File: src/rtl/lz77_match_finder_pkg.sv
// Shared defaults, derived widths and FSM state encoding for the LZ77 match finder.
package lz77_pkg;

    localparam int DEF_SYM_W    = 8;
    localparam int DEF_LA_DEPTH = 8;
    localparam int DEF_SB_DEPTH = 9;

    function automatic int ofs_width(input int sb_depth);
        return ($clog2(sb_depth) < 1) ? 1 : $clog2(sb_depth);
    endfunction

    localparam int DEF_LEN_W = $clog2(DEF_LA_DEPTH);
    localparam int DEF_OFS_W = ofs_width(DEF_SB_DEPTH);
    localparam int DEF_CNT_W = $clog2(DEF_SB_DEPTH + 1);

    typedef enum logic [1:0] {
        IDLE = 2'd0,
        SCAN = 2'd1,
        DONE = 2'd2
    } state_e;

endpackage

File: src/rtl/lz77_match_finder_if.sv
// Request/result bundle between the LZ77 encoder control and the match finder.
interface lz77_match_finder_if
    import lz77_pkg::*;
#(
    parameter int SYM_W    = DEF_SYM_W,
    parameter int LA_DEPTH = DEF_LA_DEPTH,
    parameter int SB_DEPTH = DEF_SB_DEPTH
);
    localparam int LEN_W = $clog2(LA_DEPTH);
    localparam int OFS_W = ofs_width(SB_DEPTH);
    localparam int CNT_W = $clog2(SB_DEPTH + 1);

    logic                         start;
    logic [SB_DEPTH*SYM_W-1:0]    sb_buf;
    logic [CNT_W-1:0]             sb_valid;
    logic [LA_DEPTH*SYM_W-1:0]    la_buf;
    logic [LEN_W:0]               la_valid;
    logic                         busy;
    logic                         done;
    logic [LEN_W-1:0]             match_len;
    logic [OFS_W-1:0]             match_ofs;
    logic [SYM_W-1:0]             next_sym;

    modport master (
        output start, sb_buf, sb_valid, la_buf, la_valid,
        input  busy, done, match_len, match_ofs, next_sym
    );

    modport slave (
        input  start, sb_buf, sb_valid, la_buf, la_valid,
        output busy, done, match_len, match_ofs, next_sym
    );

endinterface

File: src/rtl/lz77_match_finder_prefix_len_cmp.sv
// Combinational leading-equal-symbol count of two N-symbol strings, saturating at N.
module prefix_len_cmp #(
    parameter  int SYM_W = 8,
    parameter  int N     = 7,
    localparam int LW    = $clog2(N + 1)
) (
    input  logic [N*SYM_W-1:0] a_i,
    input  logic [N*SYM_W-1:0] b_i,
    output logic [LW-1:0]      len_o
);

    logic [N-1:0] mm_s;

    // Per-symbol mismatch flags
    always_comb begin
        mm_s = {N{1'b0}};
        for (int i = 0; i < N; i++) begin
            mm_s[i] = (a_i[i*SYM_W +: SYM_W] != b_i[i*SYM_W +: SYM_W]);
        end
    end

    // Priority encoder: lowest mismatching index wins, none means full length
    always_comb begin
        len_o = LW'(N);
        for (int i = N - 1; i >= 0; i--) begin
            len_o = mm_s[i] ? LW'(i) : len_o;
        end
    end

endmodule

File: src/rtl/lz77_match_finder.sv
// Sequential longest-match search: one candidate distance per cycle over the captured window.
module lz77_match_finder
    import lz77_pkg::*;
#(
    parameter int SYM_W    = DEF_SYM_W,
    parameter int LA_DEPTH = DEF_LA_DEPTH,
    parameter int SB_DEPTH = DEF_SB_DEPTH
) (
    input  logic                 clk,
    input  logic                 reset,
    lz77_match_finder_if.slave   bus
);

    localparam int LEN_W = $clog2(LA_DEPTH);
    localparam int OFS_W = ofs_width(SB_DEPTH);
    localparam int CNT_W = $clog2(SB_DEPTH + 1);
    localparam int N     = LA_DEPTH - 1;
    localparam int CW    = N * SYM_W;
    localparam int SBW   = SB_DEPTH * SYM_W;
    localparam int LAW   = LA_DEPTH * SYM_W;

    state_e             state_q, state_d;
    logic [SBW-1:0]     sb_q, sb_d;
    logic [LAW-1:0]     la_q, la_d;
    logic [CNT_W-1:0]   sbv_q, sbv_d;
    logic [LEN_W-1:0]   cap_q, cap_d;
    logic [CNT_W-1:0]   d_q, d_d;
    logic [LEN_W-1:0]   best_len_q, best_len_d;
    logic [OFS_W-1:0]   best_ofs_q, best_ofs_d;
    logic               busy_q, busy_d;
    logic               done_q, done_d;
    logic [LEN_W-1:0]   match_len_q, match_len_d;
    logic [OFS_W-1:0]   match_ofs_q, match_ofs_d;
    logic [SYM_W-1:0]   next_sym_q, next_sym_d;

    logic [CNT_W-1:0]   sbv_in_s;
    logic [LEN_W:0]     lav_in_s;
    logic [LEN_W-1:0]   cap_in_s;
    logic [SBW+CW-1:0]  s_vec_s;
    logic [CW-1:0]      cand_s;
    logic [LEN_W-1:0]   raw_len_s;
    logic [LEN_W-1:0]   clip_len_s;
    logic [LEN_W-1:0]   new_len_s;
    logic [OFS_W-1:0]   new_ofs_s;
    logic [SYM_W-1:0]   new_sym_s;

    assign sbv_in_s = (bus.sb_valid > CNT_W'(SB_DEPTH)) ? CNT_W'(SB_DEPTH) : bus.sb_valid;
    assign lav_in_s = ((bus.la_valid == (LEN_W+1)'(0)) || (bus.la_valid > (LEN_W+1)'(LA_DEPTH)))
                    ? (LEN_W+1)'(LA_DEPTH) : bus.la_valid;
    assign cap_in_s = LEN_W'(lav_in_s - (LEN_W+1)'(1));

    // The last look-ahead symbol can never be part of a candidate, so S stops one short
    assign s_vec_s   = {la_q[CW-1:0], sb_q};
    assign cand_s    = CW'(s_vec_s >> ((SB_DEPTH - int'(d_q)) * SYM_W));
    assign new_sym_s = SYM_W'(la_q >> (int'(new_len_s) * SYM_W));

    prefix_len_cmp #(
        .SYM_W (SYM_W),
        .N     (N)
    ) u_cmp (
        .a_i   (cand_s),
        .b_i   (la_q[CW-1:0]),
        .len_o (raw_len_s)
    );

    // Clip to the stream tail and fold the candidate into the running best (ties keep smaller d)
    always_comb begin
        clip_len_s = (raw_len_s > cap_q) ? cap_q : raw_len_s;
        if (clip_len_s > best_len_q) begin
            new_len_s = clip_len_s;
            new_ofs_s = OFS_W'(d_q - CNT_W'(1));
        end else begin
            new_len_s = best_len_q;
            new_ofs_s = best_ofs_q;
        end
    end

    // Next-state and registered-output logic
    always_comb begin
        state_d     = state_q;
        sb_d        = sb_q;
        la_d        = la_q;
        sbv_d       = sbv_q;
        cap_d       = cap_q;
        d_d         = d_q;
        best_len_d  = best_len_q;
        best_ofs_d  = best_ofs_q;
        busy_d      = busy_q;
        done_d      = 1'b0;
        match_len_d = match_len_q;
        match_ofs_d = match_ofs_q;
        next_sym_d  = next_sym_q;
        case (state_q)
            IDLE: begin
                busy_d = 1'b0;
                if (bus.start) begin
                    sb_d       = bus.sb_buf;
                    la_d       = bus.la_buf;
                    sbv_d      = sbv_in_s;
                    cap_d      = cap_in_s;
                    d_d        = CNT_W'(1);
                    best_len_d = LEN_W'(0);
                    best_ofs_d = OFS_W'(0);
                    if ((sbv_in_s == CNT_W'(0)) || (cap_in_s == LEN_W'(0))) begin
                        state_d     = DONE;
                        done_d      = 1'b1;
                        match_len_d = LEN_W'(0);
                        match_ofs_d = OFS_W'(0);
                        next_sym_d  = bus.la_buf[SYM_W-1:0];
                    end else begin
                        state_d = SCAN;
                        busy_d  = 1'b1;
                    end
                end else begin
                    state_d = IDLE;
                end
            end
            SCAN: begin
                best_len_d = new_len_s;
                best_ofs_d = new_ofs_s;
                if ((d_q == sbv_q) || (new_len_s == cap_q)) begin
                    state_d     = DONE;
                    busy_d      = 1'b0;
                    done_d      = 1'b1;
                    match_len_d = new_len_s;
                    match_ofs_d = new_ofs_s;
                    next_sym_d  = new_sym_s;
                end else begin
                    d_d = d_q + CNT_W'(1);
                end
            end
            DONE: begin
                state_d = IDLE;
                busy_d  = 1'b0;
            end
            default: begin
                state_d = IDLE;
                busy_d  = 1'b0;
            end
        endcase
    end

    // State and output registers
    always_ff @(posedge clk or negedge reset) begin
        if (!reset) begin
            state_q     <= IDLE;
            sb_q        <= {SBW{1'b0}};
            la_q        <= {LAW{1'b0}};
            sbv_q       <= CNT_W'(0);
            cap_q       <= LEN_W'(0);
            d_q         <= CNT_W'(0);
            best_len_q  <= LEN_W'(0);
            best_ofs_q  <= OFS_W'(0);
            busy_q      <= 1'b0;
            done_q      <= 1'b0;
            match_len_q <= LEN_W'(0);
            match_ofs_q <= OFS_W'(0);
            next_sym_q  <= SYM_W'(0);
        end else begin
            state_q     <= state_d;
            sb_q        <= sb_d;
            la_q        <= la_d;
            sbv_q       <= sbv_d;
            cap_q       <= cap_d;
            d_q         <= d_d;
            best_len_q  <= best_len_d;
            best_ofs_q  <= best_ofs_d;
            busy_q      <= busy_d;
            done_q      <= done_d;
            match_len_q <= match_len_d;
            match_ofs_q <= match_ofs_d;
            next_sym_q  <= next_sym_d;
        end
    end

    assign bus.busy      = busy_q;
    assign bus.done      = done_q;
    assign bus.match_len = match_len_q;
    assign bus.match_ofs = match_ofs_q;
    assign bus.next_sym  = next_sym_q;

endmodule
File: src/flat_wrapper.sv
// flat-port wrapper written by rule: the top's interface ports become plain ports
module lz77_match_finder_flat import lz77_pkg::*;
#(
    parameter int SYM_W    = DEF_SYM_W,
    parameter int LA_DEPTH = DEF_LA_DEPTH,
    parameter int SB_DEPTH = DEF_SB_DEPTH
)
  (clk, reset, bus_start, bus_sb_buf, bus_sb_valid, bus_la_buf, bus_la_valid, bus_busy, bus_done, bus_match_len, bus_match_ofs, bus_next_sym);
  lz77_match_finder_if #(.SYM_W(SYM_W), .LA_DEPTH(LA_DEPTH), .SB_DEPTH(SB_DEPTH)) bus_i ();
  input  logic clk;
  input  logic reset;
  input wire logic [$bits(bus_i.start)-1:0] bus_start;
  input wire logic [$bits(bus_i.sb_buf)-1:0] bus_sb_buf;
  input wire logic [$bits(bus_i.sb_valid)-1:0] bus_sb_valid;
  input wire logic [$bits(bus_i.la_buf)-1:0] bus_la_buf;
  input wire logic [$bits(bus_i.la_valid)-1:0] bus_la_valid;
  output wire logic [$bits(bus_i.busy)-1:0] bus_busy;
  output wire logic [$bits(bus_i.done)-1:0] bus_done;
  output wire logic [$bits(bus_i.match_len)-1:0] bus_match_len;
  output wire logic [$bits(bus_i.match_ofs)-1:0] bus_match_ofs;
  output wire logic [$bits(bus_i.next_sym)-1:0] bus_next_sym;
  assign bus_i.start = bus_start;
  assign bus_i.sb_buf = bus_sb_buf;
  assign bus_i.sb_valid = bus_sb_valid;
  assign bus_i.la_buf = bus_la_buf;
  assign bus_i.la_valid = bus_la_valid;
  assign bus_busy = bus_i.busy;
  assign bus_done = bus_i.done;
  assign bus_match_len = bus_i.match_len;
  assign bus_match_ofs = bus_i.match_ofs;
  assign bus_next_sym = bus_i.next_sym;
  lz77_match_finder #(.SYM_W(SYM_W), .LA_DEPTH(LA_DEPTH), .SB_DEPTH(SB_DEPTH)) u_core (.clk(clk), .reset(reset), .bus(bus_i));
endmodule
File: config.mk
export PLATFORM = sky130hd
export DESIGN_NAME = lz77_match_finder_flat
export DESIGN_NICKNAME = d
export VERILOG_FILES = /design/src/rtl/lz77_match_finder_pkg.sv /design/src/rtl/lz77_match_finder_if.sv /design/src/rtl/lz77_match_finder_prefix_len_cmp.sv /design/src/rtl/lz77_match_finder.sv /design/src/flat_wrapper.sv
export SDC_FILE = /design/constraint.sdc
export NUM_CORES = 1
export LEC_CHECK = 0
export CORE_MARGIN = 4
export CORE_UTILIZATION = 50
export DETAILED_ROUTE_END_ITERATION = 8
export HOLD_SLACK_MARGIN = 0.02
export PLACE_DENSITY = 0.73
export RECOVER_POWER = 100
export SLEW_MARGIN = 20
export SYNTH_ARGS = -nofsm -noshare
export SYNTH_HDL_FRONTEND = slang
export SYNTH_SLANG_ARGS = --single-unit
File: constraint.sdc
create_clock -name clk -period 12.45 [get_ports clk]
set_input_delay 3.735 -clock clk [delete_from_list [all_inputs] [get_ports clk]]
set_output_delay 3.735 -clock clk [all_outputs]
set_load 0.03 [all_outputs]
* Yosys cells after proc, flatten, opt, wreduce, memory -nomap -nowiden
Cells that the tools add are included.
** Word-level totals
- Output and inout bits :: 17
- Register bits :: 173
- Input port bits :: 147
- Word-level logic and storage cells :: 92
** Operators by class
- Muxes and demuxes :: 43
- $lt $le $gt $ge :: 4
- Reduce and logical (&&, ||, !) cells :: 12
- Shift-type cells :: 2
- Add/subtract/negate cells :: 4
- Eq/ne operators :: 14
** Operator list (number)
- 128-bit by 32-bit right shift with 56-bit output :: 1
- 64-bit by 6-bit right shift with 8-bit output :: 1
- 8-bit inequality test :: 7
- 3-bit two-way mux :: 11
- 4-bit two-way mux :: 8
- 8-bit two-way mux :: 3
- 4-bit case mux with 2 select lines :: 3
- 8-bit case mux with 2 select lines :: 1
- 3-bit case mux with 2 select lines :: 2
- 2-bit two-way mux :: 5
- 4-bit greater-than comparator (second input constant) :: 2
- 4-bit zero test :: 2
- 1-bit two-way mux :: 7
- 3-bit greater-than comparator :: 2
- 4-bit by 4-bit subtractor with 5-bit output (first input constant) :: 1
- 4-bit by 1-bit adder with 4-bit output (second input constant) :: 1
- 4-bit equality test :: 1
- 2-bit by 1-bit inequality test with 1-bit output (second input constant) :: 2
- 2-bit inequality test (second input constant) :: 2
- 1-bit case mux with 2 select lines :: 2
- 2-bit case mux with 2 select lines :: 1
- 2-bit AND reduction :: 2
- 4-bit AND reduction :: 1
- 4-bit by 1-bit subtractor with 4-bit output (second input constant) :: 1
- other kinds (8) :: 10

* Depth between registers and ports, before layout
Gate-level depths: netlist of the first run.
- Depth in word-level cells :: 18
- Depth in mapped cells :: 37
- Depth with buffers taken out :: 31

* Cells and area by module
A second synthesis of the first run with hierarchy kept.
** Second synthesis, totals
- Cell total of the unflattened synthesis :: 1655
- Area total of the unflattened synthesis :: 12998.7 um^2
** By module, submodules not included
- lz77_match_finder :: seq. area each 4329.2 um^2, area an instance 12323.1 um^2, cells each 1572, times used 1
- prefix_len_cmp :: seq. area each 0.0 um^2, area an instance 675.6 um^2, cells each 83, times used 1

* Worst setup path before layout of the first run
No wires, ideal clock.
- Path kind :: register to register
- Start :: reg u_core.d_q[1]
- End :: reg u_core.next_sym_q[0], in the netlist u_core.bus.next_sym[0]
- Buffers on the path :: 8
- Period minus slack after synthesis :: 6.903 ns
- Stages on the path, launching flop included :: 32
- Library setup time :: 0.123 ns
- Arrival :: 6.780 ns
- Required time :: 12.327 ns
- Path slack :: 5.547 ns
- Cell sequence :: dfrtp_1 buf_6 inv_2 clkbuf_1 ha_1 buf_4 inv_1 buf_2 buf_2 buf_2 mux4_2 xnor2_1 nand4_1 or4_1 nor3b_1 ha_1 a31oi_1 nand2b_1 nand2_1 ha_1 nor2b_1 o21ai_0 inv_1 o21ai_1 clkbuf_1 a21oi_1 o21ai_2 buf_2 mux2i_1 o21ai_0 a21oi_1 a2bb2oi_2
** On the way
- Longest elaborated chain between the ends :: 18
- Elaborated cells between the ends (all ways) :: 28
- Classes of those cells :: add/sub (1); order compare (2); eq/ne (10); shift (2); mux (11); reduce/logical (2)
** Ends and longest elaborated chain
- from (decl) :: RTL line lz77_match_finder.sv:27 : logic [CNT_W-1:0] d_q, d_d;
- from (signal assigned) :: RTL line lz77_match_finder.sv:151 : d_q <= CNT_W'(0);
- from (signal assigned) :: RTL line lz77_match_finder.sv:165 : d_q <= d_d;
- branches (longest 18 deep; another with 4-bit by 4-bit subtractor with 5-bit output)
- to (signal assigned) :: RTL line lz77_match_finder.sv:172 : next_sym_q <= next_sym_d;
- to (decl) :: RTL line lz77_match_finder.sv:34 : logic [SYM_W-1:0] next_sym_q, next_sym_d;
Parallel ways; which one is timed is not known. The select of a mux whose other input is x is not followed.
A chain may end at the register's enable or synchronous reset.

* Worst setup path after layout of the first run
- Start :: reg u_core.d_q[1]
- End :: reg u_core.next_sym_q[3], in the netlist u_core.bus.next_sym[3]
The elaborated chain is that of the path after synthesis.

==> impl_results.md, run 1 <==
* Status: complete, but fails checks
* Failing checks: capacitance limit, slew limit
* Max-slew headroom at -1.499
* Largest net degree at the start of global routing at 87
* Worst Reg2Reg Path Length in Cells at 29
* Crit-path max FO at 44
* Total design power at 5.234 mW
* Die area at 0.02866 mm²
* RSZ-0062 raised after global routing: false
* Initial DRC Count at 1747
* Cell type with the largest total area after synthesis: dfrtp_1
* Placed cells at 1983
* # resized after CTS at 0
* Via count at 13286
* Comb power frac at 0.638
* Warnings from Yosys at 0
* Worst VDD drop at 185.2 µV
* Register area share after synthesis at 0.3328
* Final wirelength at 53.37 mm
* Clock Path Buffers at 2
* Initial core utilization at 0.5122
* Top-area cell type share of the netlist area at 0.3328
* Die Y at 169.3 µm
* Commonest cells post-synth: 464 x nand2_1, 173 x dfrtp_1, 165 x mux2i_1, 67 x o22ai_1, 66 x nor2_1
* Hold buffer count at cts at 0
* Antenna-violating nets left at 0
* Clock-pin slew on the worst setup and hold paths at 0.08 ns
* LEAKAGE at 6.947 nW
* Core Rows at 58
* Mux contribution to synthesized area at 0.1515
* Final Slew Violations at 397
* GPL Wtd Cong at 1.052
* Fin cells at 2015
* CTS Buf Count at 17
* Clock skew at 0.01217 ns
* Port Buffer Count at 163
* Area fraction in compound gates after synthesis at 0.1879
* Maximum clock frequency at 95.02 MHz
* Final setup fails at 0
* Die width at 169.3 µm
* Number of distinct library cells after synthesis at 83
* Synth area leaders: dfrtp_1 33%, nand2_1 13%, mux2i_1 13%
* Dpl hpwl at 39.20 mm
* Flops & latches, synth at 173
* Post-synthesis simple-gate area fraction at 0.2226
* Number of synthesized flops with an enable pin at 0
* Routed length per instance at 26.49 µm
* Critical R2R Launch: u_core.d_q[1]
* Remaining global-route overflow at 0
* Worst Max-Slew Pin Slew at 3.748 ns
* CTS sink count at 173
* Critical path origin: u_core.d_q[1]
* Core Box Area at 0.02540 mm²
* Syn nets at 1756
* WP data arrival at 10.89 ns
* Hold Path Class: flip-flop to flip-flop
* Minimum clock period at 10.52 ns
* Clk network pwr share at 0.107
* Final Hold Vio Count at 0
* Top_reg_cell synth: dfrtp_1
* IO Count at 164
* Pwr dens at 345.3 mW/mm²
* DRC at 0
* Vias per inst at 6.594
* Area delta synth->final at 16.50%
* FF-to-FF End: u_core.bus.next_sym[3]
* Tot GR Track Use at 0.3653
* Share of layout cells above drive strength 1 at 0.06053
* Max Cap Viol at 6
* Adder-cell share of the synthesized area at 0.01154
* CP endpoint: u_core.bus.next_sym[3]
* CP Data Required Time at 12.82 ns
* Critical Path Source Type: flip-flop
* Flop2flop setup slack at 1.93 ns
* Sequential group share of total power at 0.255
* Antenna cells at 0
* CTS H-tree depth at 4
* Post-synthesis xor/xnor area fraction at 0.03510
* Final Cycle Share at 0.8453
* Fill count at 2381
* Detailed Routing Iterations Pass 1 at 8
* Main combinational cell family by area after synthesis: simple AND/OR/NAND/NOR gates
* Int Pwr at 2.360 mW
* Vias in the first global route at 12829
* Nets at 1832
* Initial antenna violation count at 0
* Switch share at 0.5491
* Synth Instances at 1597
* First-pass GRT wire length at 80.10 mm
* Critical-path top delay cell: ha_1
* Count leader, synth: nand2_1
* Highest cell delay on the worst timing path at 1.05 ns
* Clock root cell: clkbuf_16
* Critical path class: flip-flop to flip-flop
* FFs w/ async S/R, synth at 1.000
* TritonCTS clock tree: built
* Clock latency on the worst-skew pair at 0.45 ns
* Synthesized area at 0.01301 mm²
* Net Switching at 2.874 mW
* Postcts setup bufs at 0
* Setup TNS at 0 ns
* Avg Synthesized Cell Area at 8.147 µm²
* Worst Setup End Kind: flip-flop
-- cells in the final DEF, fill, tap and decap left out, drive strengths merged, types with 11 or more instances in the layout --
cell	synthesis	layout
dlygate4sd3	0	18
a211oi	13	13
nand4	12	12
nor3	31	31
o21ai	66	66
mux2	16	16
mux2i	165	165
nor2	66	66
o221ai	22	22
xnor2	28	28
nand2	464	464
o22ai	67	67
nor4	17	17
dfrtp	173	173
a31oi	11	11
inv	23	30
ha	12	12
clkbuf	61	22
a21oi	56	56
nand3	25	25
nand2b	11	11
clkdlybuf4s50	0	144
buf	68	20
xor2	22	22
-- layer usage --
layer  global-route usage  vias up  share of wire
met2               0.5397      845           0.43
li1                     -     5851              -
met5                    0        -              0
met4               0.1638        0          0.051
met1               0.5111     6418           0.41
met3              0.08758      172           0.11
-- cell families after synthesis --
group,Yosys count
AND/OR/NAND/NOR,676
AO/OA/AOI/OAI,347
multiplexers,187
flip-flops,173
buffers and inverters,152
XOR/XNOR,50
adder cells (fa/ha/maj),12
-- per-stage QoR --
stage	instance area, µm²	setup WS (ns)	hold slack, ns	util
final	15160	1.926	0.4774	0.5967
after global routing	15160	1.328	0.5089	0.5967
after CTS	15180	2.952	0.4856	0.5978
after detailed placement	14590	3.068	0.4652	0.5746
after global placement	14590	3.223	0.4593	0.5746
after floorplan	13010	5.547	0.4380	-
-- area by class of cell --
class / instances / area [µm²] / share of cell area
clock buffers: 18 / 439.2 / 0.02897
clock inverters: 13 / 151.4 / 0.009988
inverters: 23 / 87.58 / 0.005778
multi-input cells: 1272 / 7926 / 0.5229
flip-flops and latches: 173 / 4333 / 0.2859
well taps: 330 / 412.9 / 0.02724
repair buffers: 186 / 1807 / 0.1192
-- worst max-delay path, delay by kind of cell, from the launching register on --
kind,cells,cell delay (ns)
xor gates and xnor gates,1,0.18
AOI/OAI and AO/OA,11,3.04
DFF,1,0.33
and+or+nand+nor,9,3.19
buffers and inverters,5,2.11
adders and majority gates,3,1.58
-- worst min path at each step --
stage                          startpoint         endpoint  depth (start not counted)
final                     u_core.bus.busy  u_core.bus.busy                          1
after global routing       u_core.sb_q[4]   u_core.sb_q[4]                          2
after CTS                  u_core.sb_q[4]   u_core.sb_q[4]                          2
after detailed placement   u_core.sb_q[4]   u_core.sb_q[4]                          2
after global placement     u_core.sb_q[4]   u_core.sb_q[4]                          2
after floorplan            u_core.sb_q[2]   u_core.sb_q[2]                          2
-- state kept, by name, summed over array words and instances, names as in the netlist --
register,flops
u_core.sb_q,72
u_core.la_q,64
u_core.bus.next_sym,8
u_core.best_ofs_q,4
u_core.bus.match_ofs,4
u_core.d_q,4
u_core.sbv_q,4
u_core.best_len_q,3
u_core.bus.match_len,3
u_core.cap_q,3
u_core.state_q,2
u_core.bus.busy,1
u_core.bus.done,1
-- power groups by stage --
| stage | logic [mW] | clock network, mW | registers (mW) |
|---|---|---|---|
| final | 3.34 | 0.559 | 1.33 |
| after detailed placement | 3.21 | 0 | 1.31 |
| after global routing | 3.56 | 0.586 | 1.34 |
| after CTS | 3.23 | 0.564 | 1.30 |
| after floorplan | 2.41 | 0 | 1.06 |
| after global placement | 3.20 | 0 | 1.31 |
No activity file was read; power rests on OpenSTA's default activity.
==> run 2, diff against run 1 <==
Clock period 12.45 ns to 10.4 ns, I/O delays scaled along.
==> impl_results.md, run 2 (synthesized netlist as in run 1, its figures left out) <==
* Status: complete, but fails checks
* Failing checks: capacitance limit, slew limit
* Detailed Routing Iterations Pass 1 at 8
* Die area at 0.02866 mm²
* Setup TNS at 0 ns
* Final Cycle Share at 0.8877
* Vias in the first global route at 12995
* Vias per inst at 6.700
* CP dominant cell by count: inv_1
* Clock-pin slew on the worst setup and hold paths at 0.08 ns
* Initial DRC Count at 1831
* Share of layout cells above drive strength 1 at 0.06675
* Largest Register: u_core.sb_q
* Hold buffer count at cts at 0
* Final wirelength at 55.79 mm
* Routed length per instance at 27.58 µm
* Commonest non-fill, non-tap cell in the layout: nand2_1
* Worst Reg2Reg Path Length in Cells at 32
* Nets at 1839
* Largest net degree at the start of global routing at 101
* Core Rows at 58
* First-pass GRT wire length at 82.29 mm
* Die Y at 169.3 µm
* Placed cells at 1991
* CTS sink count at 173
* Port Buffer Count at 163
* IO Count at 164
* Max reg flops at 72
* Core Box Area at 0.02540 mm²
* Final Slew Violations at 297
* Crit-path max FO at 34
* Max-slew headroom at -1.537
* Antenna-violating nets left at 0
* CP Data Required Time at 10.73 ns
* Highest cell delay on the worst timing path at 1.24 ns
* Hold Path Class: flip-flop to flip-flop
* Postcts setup bufs at 0
* Most frequent cells in the layout: 464 x nand2_1, 172 x dfrtp_1, 165 x mux2i_1, 144 x clkdlybuf4s50_1, 67 x o22ai_1
* CTS Buf Count at 17
* Final setup fails at 0
* RSZ-0062 raised after global routing: false
* WP data arrival at 9.56 ns
* TritonCTS clock tree: built
* Max Cap Viol at 4
* Hold depth at 1
* Remaining global-route overflow at 0
* Clock latency on the worst-skew pair at 0.45 ns
* Initial antenna violation count at 0
* Area delta synth->final at 16.91%
* Fin cells at 2023
* Die width at 169.3 µm
* Critical Path Source Type: flip-flop
* Maximum clock frequency at 108.3 MHz
* Clock root cell: clkbuf_16
* Pwr dens at 419.1 mW/mm²
* Fill count at 2315
* Total design power at 6.374 mW
* Clock skew at 0.01832 ns
* Worst Max-Slew Pin Slew at 3.806 ns
* Critical-path top delay cell: ha_1
* Critical path class: flip-flop to flip-flop
* Tot GR Track Use at 0.3782
* DRC at 0
* # resized after CTS at 0
* Worst Setup End Kind: flip-flop
* CTS H-tree depth at 4
* Worst VDD drop at 335.1 µV
* Clock Path Buffers at 2
* GPL Wtd Cong at 1.036
* Antenna cells at 0
* Dpl hpwl at 40.70 mm
* Minimum clock period at 9.232 ns
* Initial core utilization at 0.5122
* LEAKAGE at 6.992 nW
* Via count at 13554
* Final Hold Vio Count at 0
==> run 2: changes by cell type in the layout (fill, tap and decap cells not counted), moves of 2 or more <==
cell,delta
buf_4,+6
clkinv_8,+2
inv_6,-2
buf_12,+2
clkinv_4,+3
==> run 2: per-stage QoR <==
| stage | hold slack, ns | util | instance area, µm² | worst slack, ns |
|---|---|---|---|---|
| 6_report | 0.4870 | 0.5988 | 15210 | 1.168 |
| 5_1_grt | 0.5120 | 0.5988 | 15210 | 0.6113 |
| 4_1_cts | 0.4921 | 0.6006 | 15260 | 1.895 |
| 3_5_place_dp | 0.4730 | 0.5775 | 14670 | 1.952 |
| 3_3_place_gp | 0.4578 | 0.5775 | 14670 | 2.297 |
| 2_1_floorplan | 0.4380 | - | 13010 | 3.497 |
==> run 2: worst max-delay path: cells and delay by family, from the launching register on <==
family          cells  cell delay [ns]
fa+ha+maj           3             1.72
simple gates       11             2.82
mux                 1             0.36
flops               1             0.73
buf+inv             8             1.69
compound gates      9             1.78
==> run 2: area by class of cell <==
class,count,area [µm²],area share
Timing Repair Buffer,193,1872,0.1231
Clock buffer,18,439.2,0.02887
Tap cell,330,412.9,0.02715
Multi-Input combinational cell,1272,7915,0.5204
Inverter,23,88.84,0.005841
Clock inverter,14,148.9,0.009789
Sequential cell,173,4333,0.2849
==> run 2: layer usage <==
metal  GRT usage  wire length (µm)  part of all wire  up-vias
met1      0.5202             22460              0.40     6536
met5           0                 0                 0        -
met4      0.1806              3232             0.058        0
met2      0.5627             23940              0.43      948
li1            -                 -                 -     5868
met3     0.09108              6155              0.11      202
==> run 2: worst paths after layout <==
kind,start,to,slack (ns)
setup / recovery,u_core.d_q[2],u_core.bus.match_ofs[0],1.17
hold / removal,u_core.bus.busy,u_core.bus.busy,0.49
setup reg to reg,u_core.d_q[2],u_core.bus.match_ofs[0],1.17
hold reg to reg,u_core.bus.busy,u_core.bus.busy,0.49
max in group asynchronous,reset,u_core.la_q[23],3.51
min in group asynchronous,reset,u_core.sb_q[7],2.75
==> run 2: where the power goes <==
group	internal (mW)	switching, mW
Clock	0.327	0.334
Sequential	0.978	0.624
Combinational	1.52	2.59
Total	2.82	3.55
